$ cat config.mk
export PLATFORM = sky130hd
export DESIGN_NAME = axis_frame_source_flat
export DESIGN_NICKNAME = d
export VERILOG_FILES = /design/src/rtl/axis_src_pkg.sv /design/src/rtl/axis_frame_source_if.sv /design/src/rtl/axis_src_fifo.sv /design/src/rtl/axis_frame_source.sv /design/src/flat_wrapper.sv
export SDC_FILE = /design/constraint.sdc
export NUM_CORES = 1
export LEC_CHECK = 0
export ABC_AREA = 1
export BUFFER_PORTS_ARGS = -buffer_cell sky130_fd_sc_hd__buf_2
export CAP_MARGIN = 25
export CORE_MARGIN = 8
export CORE_UTILIZATION = 42
export CTS_CLUSTER_SIZE = 25
export DETAILED_ROUTE_END_ITERATION = 12
export REMOVE_ABC_BUFFERS = 1
export SETUP_SLACK_MARGIN = 0.4
export SLEW_MARGIN = 40
export SYNTH_ARGS = -nofsm -noshare
export SYNTH_HDL_FRONTEND = slang
export SYNTH_SLANG_ARGS = --single-unit
$ cat constraint.sdc
create_clock -name ap_clk -period 9 [get_ports ap_clk]
set_input_delay 0.45 -clock ap_clk [delete_from_list [all_inputs] [get_ports ap_clk]]
set_output_delay 0.45 -clock ap_clk [all_outputs]
set_load 0.02 [all_outputs]
$ cat src/rtl/axis_src_pkg.sv
`default_nettype none
// ============================================================================
// Module      : axis_src_pkg
// Description : Shared types and constants for the AXI4-Stream frame source:
//               FSM state encoding, stall-LFSR tap mask and default seed.
// Revision    : 1.0 - initial release
// ============================================================================
package axis_src_pkg;

  typedef enum logic [1:0] {
    IDLE = 2'd0,
    RUN  = 2'd1,
    GAP  = 2'd2
  } state_t;

  // Fibonacci taps 16,14,13,11 expressed as bit positions 15,13,12,10
  localparam logic [15:0] LFSR_TAP_MASK     = 16'hB400;
  localparam logic [15:0] LFSR_SEED_DEFAULT = 16'hACE1;

  function automatic logic [15:0] lfsr_next(input logic [15:0] s);
    return {s[14:0], ^(s & LFSR_TAP_MASK)};
  endfunction

endpackage
`default_nettype wire

$ cat src/rtl/axis_frame_source_if.sv
`default_nettype none
// ============================================================================
// Module      : axis_frame_source_if
// Description : AXI4-Stream bundle (TDATA/TVALID/TREADY/TLAST) with master
//               and slave views.
// Revision    : 1.0 - initial release
// ============================================================================
interface axis_frame_source_if #(
  parameter int DATA_W = 32
);
  logic [DATA_W-1:0] TDATA;
  logic              TVALID;
  logic              TREADY;
  logic              TLAST;

  modport master (output TDATA, output TVALID, output TLAST, input TREADY);
  modport slave  (input TDATA, input TVALID, input TLAST, output TREADY);
endinterface
`default_nettype wire

$ cat src/rtl/axis_src_fifo.sv
`default_nettype none
// ============================================================================
// Module      : axis_src_fifo
// Description : Single-clock FIFO, power-of-two depth, occupancy counter of
//               log2(DEPTH)+1 bits. A push while full is accepted only when
//               a pop frees a slot in the same cycle.
// Revision    : 1.0 - initial release
// ============================================================================
module axis_src_fifo #(
  parameter int DATA_W = 32,
  parameter int DEPTH  = 16
) (
  input  wire logic              clk,
  input  wire logic              rst,
  input  wire logic              push,
  input  wire logic [DATA_W-1:0] push_data,
  input  wire logic              pop,
  output logic                   full,
  output logic                   empty,
  output logic [$clog2(DEPTH):0] count,
  output logic [DATA_W-1:0]      head
);
  localparam int AW = $clog2(DEPTH);

  logic [AW-1:0]     wr_ptr_q, wr_ptr_d;
  logic [AW-1:0]     rd_ptr_q, rd_ptr_d;
  logic [AW:0]       count_q, count_d;
  logic [DATA_W-1:0] mem_q [DEPTH];
  logic              do_push, do_pop;

  assign full    = (count_q == (AW+1)'(DEPTH));
  assign empty   = (count_q == '0);
  assign count   = count_q;
  assign head    = mem_q[rd_ptr_q];
  assign do_pop  = pop & ~empty;
  assign do_push = push & (~full | do_pop);

  // Pointer and occupancy update
  always_comb begin
    wr_ptr_d = wr_ptr_q;
    rd_ptr_d = rd_ptr_q;
    count_d  = count_q;
    if (do_push) wr_ptr_d = wr_ptr_q + 1'b1;
    if (do_pop)  rd_ptr_d = rd_ptr_q + 1'b1;
    case ({do_push, do_pop})
      2'b10:   count_d = count_q + 1'b1;
      2'b01:   count_d = count_q - 1'b1;
      default: count_d = count_q;
    endcase
  end

  // Control registers, cleared by reset
  always_ff @(posedge clk or posedge rst) begin
    if (rst) begin
      wr_ptr_q <= '0;
      rd_ptr_q <= '0;
      count_q  <= '0;
    end else begin
      wr_ptr_q <= wr_ptr_d;
      rd_ptr_q <= rd_ptr_d;
      count_q  <= count_d;
    end
  end

  // Storage array; contents are only observable behind the pointers
  always_ff @(posedge clk) begin
    if (do_push) mem_q[wr_ptr_q] <= push_data;
  end
endmodule
`default_nettype wire

$ cat src/rtl/axis_frame_source.sv
`default_nettype none
// ============================================================================
// Module      : axis_frame_source
// Description : AXI4-Stream master emitting num_frames frames of frame_len
//               beats from an internal FIFO, with TLAST per frame, an
//               active-low block flag and saturating status counters.
//               Macro AXIS_SRC_STALL_EN enables LFSR-driven TVALID bubbles.
// Revision    : 1.0 - initial release
// ============================================================================
module axis_frame_source
  import axis_src_pkg::*;
#(
  parameter int          DATA_W    = 32,
  parameter int          DEPTH     = 16,
  parameter int          LEN_W     = 16,
  parameter logic [15:0] LFSR_SEED = LFSR_SEED_DEFAULT
) (
  input  wire logic              ap_clk,
  input  wire logic              ap_rst,
  input  wire logic              wr_en,
  input  wire logic [DATA_W-1:0] wr_data,
  output logic                   wr_full,
  input  wire logic              start,
  input  wire logic [LEN_W-1:0]  frame_len,
  input  wire logic [LEN_W-1:0]  num_frames,
  input  wire logic [7:0]        stall_thr,
  axis_frame_source_if.master    m_axis,
  output logic                   src_blk_n,
  output logic                   busy,
  output logic                   done,
  output logic [LEN_W-1:0]       ovf_cnt,
  output logic [LEN_W-1:0]       stall_cnt
);
  state_t             state_q, state_d;
  logic               tvalid_q, tvalid_d;
  logic [LEN_W-1:0]   len_m1_q, len_m1_d;
  logic [LEN_W-1:0]   nfr_q, nfr_d;
  logic [LEN_W-1:0]   beat_idx_q, beat_idx_d;
  logic [LEN_W-1:0]   frame_idx_q, frame_idx_d;
  logic               done_q, done_d;
  logic [LEN_W-1:0]   ovf_q, ovf_d;
  logic [LEN_W-1:0]   stall_q, stall_d;

  logic               fifo_full, fifo_empty;
  logic [$clog2(DEPTH):0] fifo_count;
  logic [DATA_W-1:0]  fifo_head;
  logic               hs, last_beat, last_frame, run_end, avail, blocked, bubble;

  axis_src_fifo #(.DATA_W(DATA_W), .DEPTH(DEPTH)) u_fifo (
    .clk       (ap_clk),
    .rst       (ap_rst),
    .push      (wr_en),
    .push_data (wr_data),
    .pop       (hs),
    .full      (fifo_full),
    .empty     (fifo_empty),
    .count     (fifo_count),
    .head      (fifo_head)
  );

  assign hs         = tvalid_q & m_axis.TREADY;
  assign blocked    = tvalid_q & ~m_axis.TREADY;
  assign last_beat  = (beat_idx_q == len_m1_q);
  assign last_frame = (frame_idx_q == nfr_q - 1'b1);
  assign run_end    = hs & last_beat & last_frame;
  // Ignores a push in the same cycle, giving one cycle of push-to-valid latency
  assign avail      = hs ? (fifo_count > 1) : ~fifo_empty;

`ifdef AXIS_SRC_STALL_EN
  logic [15:0] lfsr_q, lfsr_d;

  assign lfsr_d = lfsr_next(lfsr_q);
  assign bubble = (lfsr_q[7:0] < stall_thr);

  // Free-running stall LFSR
  always_ff @(posedge ap_clk or posedge ap_rst) begin
    if (ap_rst) lfsr_q <= LFSR_SEED;
    else        lfsr_q <= lfsr_d;
  end
`else
  logic unused_cfg;
  assign unused_cfg = ^{stall_thr, LFSR_SEED};
  assign bubble     = 1'b0;
`endif

  // Next-state, beat/frame tracking and registered TVALID
  always_comb begin
    state_d     = state_q;
    tvalid_d    = 1'b0;
    len_m1_d    = len_m1_q;
    nfr_d       = nfr_q;
    beat_idx_d  = beat_idx_q;
    frame_idx_d = frame_idx_q;
    done_d      = 1'b0;
    case (state_q)
      IDLE: begin
        if (start) begin
          if (num_frames != '0) begin
            state_d     = RUN;
            len_m1_d    = (frame_len == '0) ? '0 : frame_len - 1'b1;
            nfr_d       = num_frames;
            beat_idx_d  = '0;
            frame_idx_d = '0;
            tvalid_d    = ~fifo_empty;
          end else begin
            done_d = 1'b1;
          end
        end
      end
      RUN: begin
        if (hs) begin
          if (last_beat) begin
            beat_idx_d = '0;
            if (last_frame) begin
              state_d  = IDLE;
              tvalid_d = 1'b0;
            end else begin
              frame_idx_d = frame_idx_q + 1'b1;
              tvalid_d    = avail;
            end
          end else begin
            beat_idx_d = beat_idx_q + 1'b1;
            tvalid_d   = avail;
          end
        end else if (tvalid_q) begin
          tvalid_d = 1'b1;               // beat pending: hold until accepted
        end else if (bubble) begin
          state_d  = GAP;                // bubble only when nothing is pending
          tvalid_d = 1'b0;
        end else begin
          tvalid_d = avail;
        end
      end
      GAP: begin
        state_d  = RUN;
        tvalid_d = ~fifo_empty;
      end
      default: state_d = IDLE;
    endcase
  end

  // Saturating status counters
  always_comb begin
    ovf_d   = ovf_q;
    stall_d = stall_q;
    if (wr_en && fifo_full && !hs && (ovf_q != '1)) ovf_d = ovf_q + 1'b1;
    if (blocked && (stall_q != '1))                 stall_d = stall_q + 1'b1;
  end

  // State and status registers
  always_ff @(posedge ap_clk or posedge ap_rst) begin
    if (ap_rst) begin
      state_q     <= IDLE;
      tvalid_q    <= 1'b0;
      len_m1_q    <= '0;
      nfr_q       <= '0;
      beat_idx_q  <= '0;
      frame_idx_q <= '0;
      done_q      <= 1'b0;
      ovf_q       <= '0;
      stall_q     <= '0;
    end else begin
      state_q     <= state_d;
      tvalid_q    <= tvalid_d;
      len_m1_q    <= len_m1_d;
      nfr_q       <= nfr_d;
      beat_idx_q  <= beat_idx_d;
      frame_idx_q <= frame_idx_d;
      done_q      <= done_d;
      ovf_q       <= ovf_d;
      stall_q     <= stall_d;
    end
  end

  assign m_axis.TVALID = tvalid_q;
  assign m_axis.TDATA  = tvalid_q ? fifo_head : '0;
  assign m_axis.TLAST  = tvalid_q & last_beat;
  assign src_blk_n     = ~blocked;
  assign busy          = (state_q != IDLE);
  assign done          = done_q | run_end;
  assign wr_full       = fifo_full;
  assign ovf_cnt       = ovf_q;
  assign stall_cnt     = stall_q;
endmodule
`default_nettype wire

$ cat src/flat_wrapper.sv
// flat-port wrapper written by rule: the top's interface ports become plain ports
module axis_frame_source_flat import axis_src_pkg::*;
#(
  parameter int          DATA_W    = 32,
  parameter int          DEPTH     = 16,
  parameter int          LEN_W     = 16,
  parameter logic [15:0] LFSR_SEED = LFSR_SEED_DEFAULT
)
  (ap_clk, ap_rst, wr_en, wr_data, wr_full, start, frame_len, num_frames, stall_thr, src_blk_n, busy, done, ovf_cnt, stall_cnt, m_axis_TDATA, m_axis_TVALID, m_axis_TLAST, m_axis_TREADY);
  axis_frame_source_if #(.DATA_W(DATA_W)) m_axis_i ();
  input  wire logic ap_clk;
  input  wire logic ap_rst;
  input  wire logic wr_en;
  input  wire logic [DATA_W-1:0] wr_data;
  output logic wr_full;
  input  wire logic start;
  input  wire logic [LEN_W-1:0] frame_len;
  input  wire logic [LEN_W-1:0] num_frames;
  input  wire logic [7:0] stall_thr;
  output logic src_blk_n;
  output logic busy;
  output logic done;
  output logic [LEN_W-1:0] ovf_cnt;
  output logic [LEN_W-1:0] stall_cnt;
  output wire logic [$bits(m_axis_i.TDATA)-1:0] m_axis_TDATA;
  output wire logic [$bits(m_axis_i.TVALID)-1:0] m_axis_TVALID;
  output wire logic [$bits(m_axis_i.TLAST)-1:0] m_axis_TLAST;
  input wire logic [$bits(m_axis_i.TREADY)-1:0] m_axis_TREADY;
  assign m_axis_TDATA = m_axis_i.TDATA;
  assign m_axis_TVALID = m_axis_i.TVALID;
  assign m_axis_TLAST = m_axis_i.TLAST;
  assign m_axis_i.TREADY = m_axis_TREADY;
  axis_frame_source #(.DATA_W(DATA_W), .DEPTH(DEPTH), .LEN_W(LEN_W), .LFSR_SEED(LFSR_SEED)) u_core (.ap_clk(ap_clk), .ap_rst(ap_rst), .wr_en(wr_en), .wr_data(wr_data), .wr_full(wr_full), .start(start), .frame_len(frame_len), .num_frames(num_frames), .stall_thr(stall_thr), .m_axis(m_axis_i), .src_blk_n(src_blk_n), .busy(busy), .done(done), .ovf_cnt(ovf_cnt), .stall_cnt(stall_cnt));
endmodule
# Yosys cells after proc, flatten, opt, wreduce, memory -nomap -nowiden
# Memory sizes are Yosys's and may differ from the RTL's.
# Index checks and enable logic that the tools add are counted.
dict set report word_totals {
  register_bits 113
  latch_bits 0
  ramBits 512
  mem_bits_ro 0
  elab_cells 99
  memories 1
}
# memory words width read_ports rd_ports_with_merged_regs write_ports line_no
set mem_list {}
lappend mem_list {u_core.u_fifo.mem_q 16 32 1 0 1 axis_src_fifo.sv:28} ;# logic [DATA_W-1:0] mem_q [DEPTH];
dict set report op_classes {
  addsub 10
  n_mul 0
  div 0
  order_cmp 1
  eq_ne 15
  shifts 0
  muxes 31
  bitwise_logic 13
  n_reduce_logical 16
}
# op n
set op_table {}
lappend op_table {{2-to-1 mux 16 bit} 8}
lappend op_table {{adder 16 x 1 -> 16 bit, second input constant} 4}
lappend op_table {{one-hot mux 16 bit (2 select lines)} 2}
lappend op_table {{== test 16 bit} 2}
lappend op_table {{2-to-1 mux 32 bit} 1}
lappend op_table {{!= test 16 bit, second input constant} 2}
lappend op_table {{subtractor 16 x 1 -> 16 bit, second input constant} 2}
lappend op_table {{logical NOT 16 bit} 1}
lappend op_table {{nonzero test 16 bit} 1}
lappend op_table {{2-to-1 mux 1 bit} 12}
lappend op_table {{2-to-1 mux 2 bit} 5}
lappend op_table {{one-hot mux 5 bit (2 select lines)} 1}
lappend op_table {{adder 4 x 1 -> 4 bit, second input constant} 2}
lappend op_table {{!= test 2 x 1 -> 1 bit, second input constant} 4}
lappend op_table {{AND 1 bit} 7}
lappend op_table {{one-hot mux 2 bit (3 select lines)} 1}
lappend op_table {{AND reduction 6 bit} 1}
lappend op_table {{nonzero test 2 bit} 3}
lappend op_table {{adder 5 x 1 -> 5 bit, second input constant} 1}
lappend op_table {{== test 5 bit, second input constant} 1}
lappend op_table {{> comparator 5 x 1 -> 1 bit, second input constant} 1}
lappend op_table {{logical NOT 5 bit} 1}
lappend op_table {{AND reduction 5 bit} 1}
lappend op_table {{subtractor 5 x 1 -> 5 bit, second input constant} 1}
lappend op_table {{other kinds (11)} 21}

# Depth between registers and ports, before layout
dict set report logic_depth {
  ltp_word 7
  ltp_mapped 15
  depth_no_buf 15
}

# By module
# From an unflattened synthesis, not the netlist that was laid out.
dict set report unflattened {
  cells_unflattened 2509
  hier_area_um2 27401.3
}
# module instances cells_per_inst area_each_um2
set by_module_without_submodules {}
lappend by_module_without_submodules {axis_src_fifo 1 1592 20941.3}
lappend by_module_without_submodules {axis_frame_source 1 917 6459.9}

# Least setup slack after synthesis
# No wires, ideal clock.
dict set report synth_path {
  kind {register to register}
  startpoint {reg u_core.u_fifo.count_q[0], in the netlist u_core.u_fifo.count[0]}
  endpoint {mem u_core.u_fifo.mem_q[11][0], enable pin}
  setup_ns 0.421
  t_arrival_ns 2.687
  required_ns 8.579
  slack_ns 5.892
  stages_incl_launch_ff 10
  path_buffers 0
  synth_period_minus_slack_ns 3.108
  cell_sequence {dfrtp_1 inv_1 ha_1 nand2_1 nor2_1 nand2_1 nand2_1 inv_1 nand2_1 nor2_1}
}
dict set report synth_via {
  word_cells_on_any_way 9
  classes_between {1 x eq/ne; 2 x mux; 5 x bitwise; 1 x reduce/logical}
}
# item line_no
set synth_lines {}
lappend synth_lines {{start, declared} axis_src_fifo.sv:27} ;# logic [AW:0] count_q, count_d;
lappend synth_lines {{start signal, assigned} axis_src_fifo.sv:61} ;# count_q <= count_d;
lappend synth_lines {{== test 5 bit} axis_src_fifo.sv:31} ;# assign full = (count_q == (AW+1)'(DEPTH));
lappend synth_lines {{net wr_full} flat_wrapper.sv:15} ;# output logic wr_full;
lappend synth_lines {{NOT 1 bit} axis_src_fifo.sv:36} ;# assign do_push = push & (~full | do_pop);
lappend synth_lines {{bitwise OR 1 bit} axis_src_fifo.sv:36}
lappend synth_lines {{AND 1 bit} axis_src_fifo.sv:36}
lappend synth_lines {{2-to-1 mux 1 bit} axis_src_fifo.sv:67} ;# if (do_push) mem_q[wr_ptr_q] <= push_data;
lappend synth_lines {{2-to-1 mux 1 bit (implied by the code)} axis_src_fifo.sv:67}
lappend synth_lines {{end, declared} axis_src_fifo.sv:28}
# The timed path passes the listed nets, and every way through them passes these cells.

# Final worst setup path
dict set report layout_path {
  startpoint {reg u_core.u_fifo.rd_ptr_q[0]}
  endpoint {out m_axis_TDATA[11]}
}
dict set report layout_via {
  elab_chain_len 2
}
# item line_no
set layout_rtl {}
lappend layout_rtl {{start, declared} axis_src_fifo.sv:26} ;# logic [AW-1:0] rd_ptr_q, rd_ptr_d;
lappend layout_rtl {{start signal, assigned} axis_src_fifo.sv:60} ;# rd_ptr_q <= rd_ptr_d;
lappend layout_rtl {{memory read (16 x 32 bit)} -}
lappend layout_rtl {{2-to-1 mux 32 bit} axis_frame_source.sv:176} ;# assign m_axis.TDATA = tvalid_q ? fifo_head : '0;
lappend layout_rtl {{end, declared} flat_wrapper.sv:25} ;# output wire logic [$bits(m_axis_i.TDATA)-1:0] m_axis_TDATA;
# Every way passes these cells.

==> summary.txt <==
Critical path
  • Peak fanout along the critical path: 153
  • CP Class: reg2out
  • WP data required: 8550 ps
  • R2R cell count: 10
  • Critical path startpoint category: flip-flop
  • Critical path arrival: 3890 ps
  • Worst Setup End Kind: output port
  • Reg-to-Reg End: u_core.u_fifo.mem_q[7][30]$_DFFE_PP_
  • Worst r2r src: u_core.u_fifo.count[0]$_DFFE_PP0P_
  • Crit path launch: u_core.u_fifo.rd_ptr_q[0]$_DFFE_PP0P_
  • FF-to-FF setup slack: 5860 ps

Floorplanning
  • Row Count: 92
  • Die area: 0.0714 mm²
  • Die span in x: 267 µm
  • Core Region: 0.0627 mm²
  • Ports: 147
  • Starting Density: 42.3%
  • Die Y: 267 µm

STA
  • Max Clk Rate: 230 MHz
  • Final setup violation count: 0
  • Fin. max-slew vios: 0
  • Worst Max-Slew Pin Slew: 803 ps
  • Final hold vios: 0
  • Clock skew: 28.9 ps
  • Worst hold margin: 102 ps
  • Rel. slew slack: 46.5%
  • Minimum clock period: 4340 ps
  • Final period utilization: 48.3%
  • TNS Setup: 0 ps
  • RSZ-0062 raised after global routing: no

Drt
  • Final wirelength: 65600 µm
  • DRT Pass-1 Iters: 5
  • DRC: 0
  • DR vias: 17900
  • Post-route antenna net violation count: 0
  • DRC marker count from the first detailed-route iteration: 1439
  • WL per Instance: 20.1 µm
  • Drt via density: 5.47

Synthesis
  • Main synth FF type: edfxtp_1
  • Post-Syn Area: 0.0265 mm²
  • Cell accounting for the most synthesized area: edfxtp_1
  • Async SR Flop Fraction: 17.9%
  • Top-area cell type share of the netlist area: 58.0%
  • Post-synthesis sequential area ratio: 68.6%
  • Area contributors post-synth: edfxtp_1 (58%), dfrtp_1 (11%), o21ai_0 (5.8%), nor2_1 (5.2%), nand2_1 (3.3%)
  • Library cells used by synthesis: 48
  • Ys Warns: 0
  • Mapped Cells: 2259
  • Post-synthesis register bit count: 624
  • Post-synth EDFFs: 512
  • Avg Inst Size Synth: 11.7 µm²

Final layout
  • Commonest non-fill, non-tap cell in the layout: edfxtp_1
  • Final Cell Area: 0.0303 mm²
  • Total Nets Final: 2464
  • Post-route insts no fill: 3270
  • Share of cells above drive strength 1: 12.9%
  • Util after Layout: 48.3%
  • Layout area overhead: 14.3%
  • Most frequent cells in the layout: edfxtp_1 (512), nor2_1 (354), o21ai_0 (306)

Clock network
  • Clock Latency Late Sink: 610 ps
  • Clock root cell: clkbuf_16
  • Hold-fix buffers, CTS: 1
  • CTS tree: done
  • Clock Tree Buf Depth: 3
  • Post-CTS Setup Repair Bufs: 0
  • Clock Pin Slew Worst Setup and Hold Paths: 60 ps
  • Number of CTS-inserted buffers: 66
  • CTS H-tree depth: 3
  • Clock Sinks: 624
  • PostCTS Resize Cnt: 0

Placed design
  • Placed inst area: 0.0281 mm²
  • PortBufs: 138
  • HPWL after DPL: 35700 µm
  • Placer Congestion: 0.841
  • Placed cell count: 3149

Status
  • Outcome: finished, final reports clean

Power
  • Leak pwr: 10.9 nW
  • Pwr per Cell Area: 311 mW/mm²
  • Peak supply drop: 0.168 mV

Global route
  • First-pass GRT wire length: 101000 µm
  • Largest net degree at the start of global routing: 154
  • GRT Overall Usage: 18.1%
  • GR Overflow Total: 0
  • Via count of the first global-routing pass: 17700
  • Initial antenna violation count: 2

Worst hold path
  • Hold Path Stages: 2
  • Hold Path End: u_core.len_m1_q[0]$_DFFE_PP0P_
  • Hold Path Origin: frame_len[0]
  • HP Class: in2reg

Flow run
  • Max_cap viols: 0
per-layer routing:
layer / up-vias / wire [µm] / global-route usage, %
li1: 8369 / - / -
met1: 8922 / 28600 / 23.6
met2: 494 / 31700 / 30.6
met3: 86 / 3860 / 3.07
met4: 0 / 1420 / 5.76
met5: - / 0 / 0
sequential cells by signal (all words and copies together), names as in the netlist:
signal,count
u_core.state_q,1
u_core.u_fifo.count,5
u_core.m_axis.TVALID,1
u_core.nfr_q,16
u_core.done_q,1
u_core.ovf_cnt,16
u_core.beat_idx_q,16
u_core.len_m1_q,16
u_core.u_fifo.rd_ptr_q,4
u_core.u_fifo.mem_q,512
u_core.stall_cnt,16
u_core.u_fifo.wr_ptr_q,4
u_core.frame_idx_q,16
synthesized netlist by cell type (4+ instances only):
cell type	number
nand2_2	8
ha_1	14
nor3_1	27
nand2_1	230
o221ai_1	87
nor2_1	370
nand3_1	59
clkbuf_1	93
o22ai_1	43
a21oi_1	44
buf_1	4
dfrtp_1	112
nand4_1	27
nand3b_1	6
nor4_1	6
inv_2	5
o21ai_2	6
edfxtp_1	512
inv_1	102
buf_2	21
xnor2_1	31
o211ai_1	44
o21ai_0	306
nor2_2	5
xor2_1	64
critical path, stage by stage (launching register included):
cell and delay [ps]:
dfrtp_4 650, buf_12 260, clkinv_8 460, buf_6 690, o21ai_0 180, o221ai_1 200, nand3_1 120, a21oi_1 410
buf_2 250
worst max path at each step:
| stage | end | slack (ps) | cells after the start |
|---|---|---|---|
| final | m_axis_TDATA[11] | 4660 | 8 |
| after global routing | m_axis_TDATA[11] | 4380 | 8 |
| after CTS | m_axis_TDATA[11] | 4460 | 7 |
| after detailed placement | m_axis_TDATA[11] | 5120 | 7 |
| after global placement | m_axis_TDATA[11] | 4690 | 7 |
| after floorplan | m_axis_TDATA[13] | -930 | 5 |
cell families after synthesis:
family | count (synthesis) | share of synthesized area (%)
simple gates | 757 | 12.0
xor+xnor | 95 | 3.14
flops | 624 | 68.6
fa+ha+maj | 14 | 0.661
buf+inv | 231 | 3.48
compound gates | 538 | 12.2
report_power, final:
part           internal [mW]  total (mW)  switching, mW
clock                   1.58        2.69           1.10
sequential              3.49        3.80          0.315
combinational          0.874        2.92           2.05
total                   5.95        9.41           3.47
cell type report:
class                           count  area (µm²)
Tap cell                          846        1060
Clock buffer                       82        1780
Multi-Input combinational cell   1404        7540
Antenna cell                        1        2.50
Timing Repair Buffer              167         951
Fill cell                        5521       32400
Sequential cell                   624       18200
Inverter                          110         440
Clock inverter                     36         350
per-stage QoR:
step	setup WS (ps)	power (mW)
floorplan	-931	5.68
global placement	4690	6.69
detailed placement	5120	6.78
CTS	4460	9.48
global route	4380	9.94
finish	4660	9.41
No activity file was read; power rests on OpenSTA's default activity.
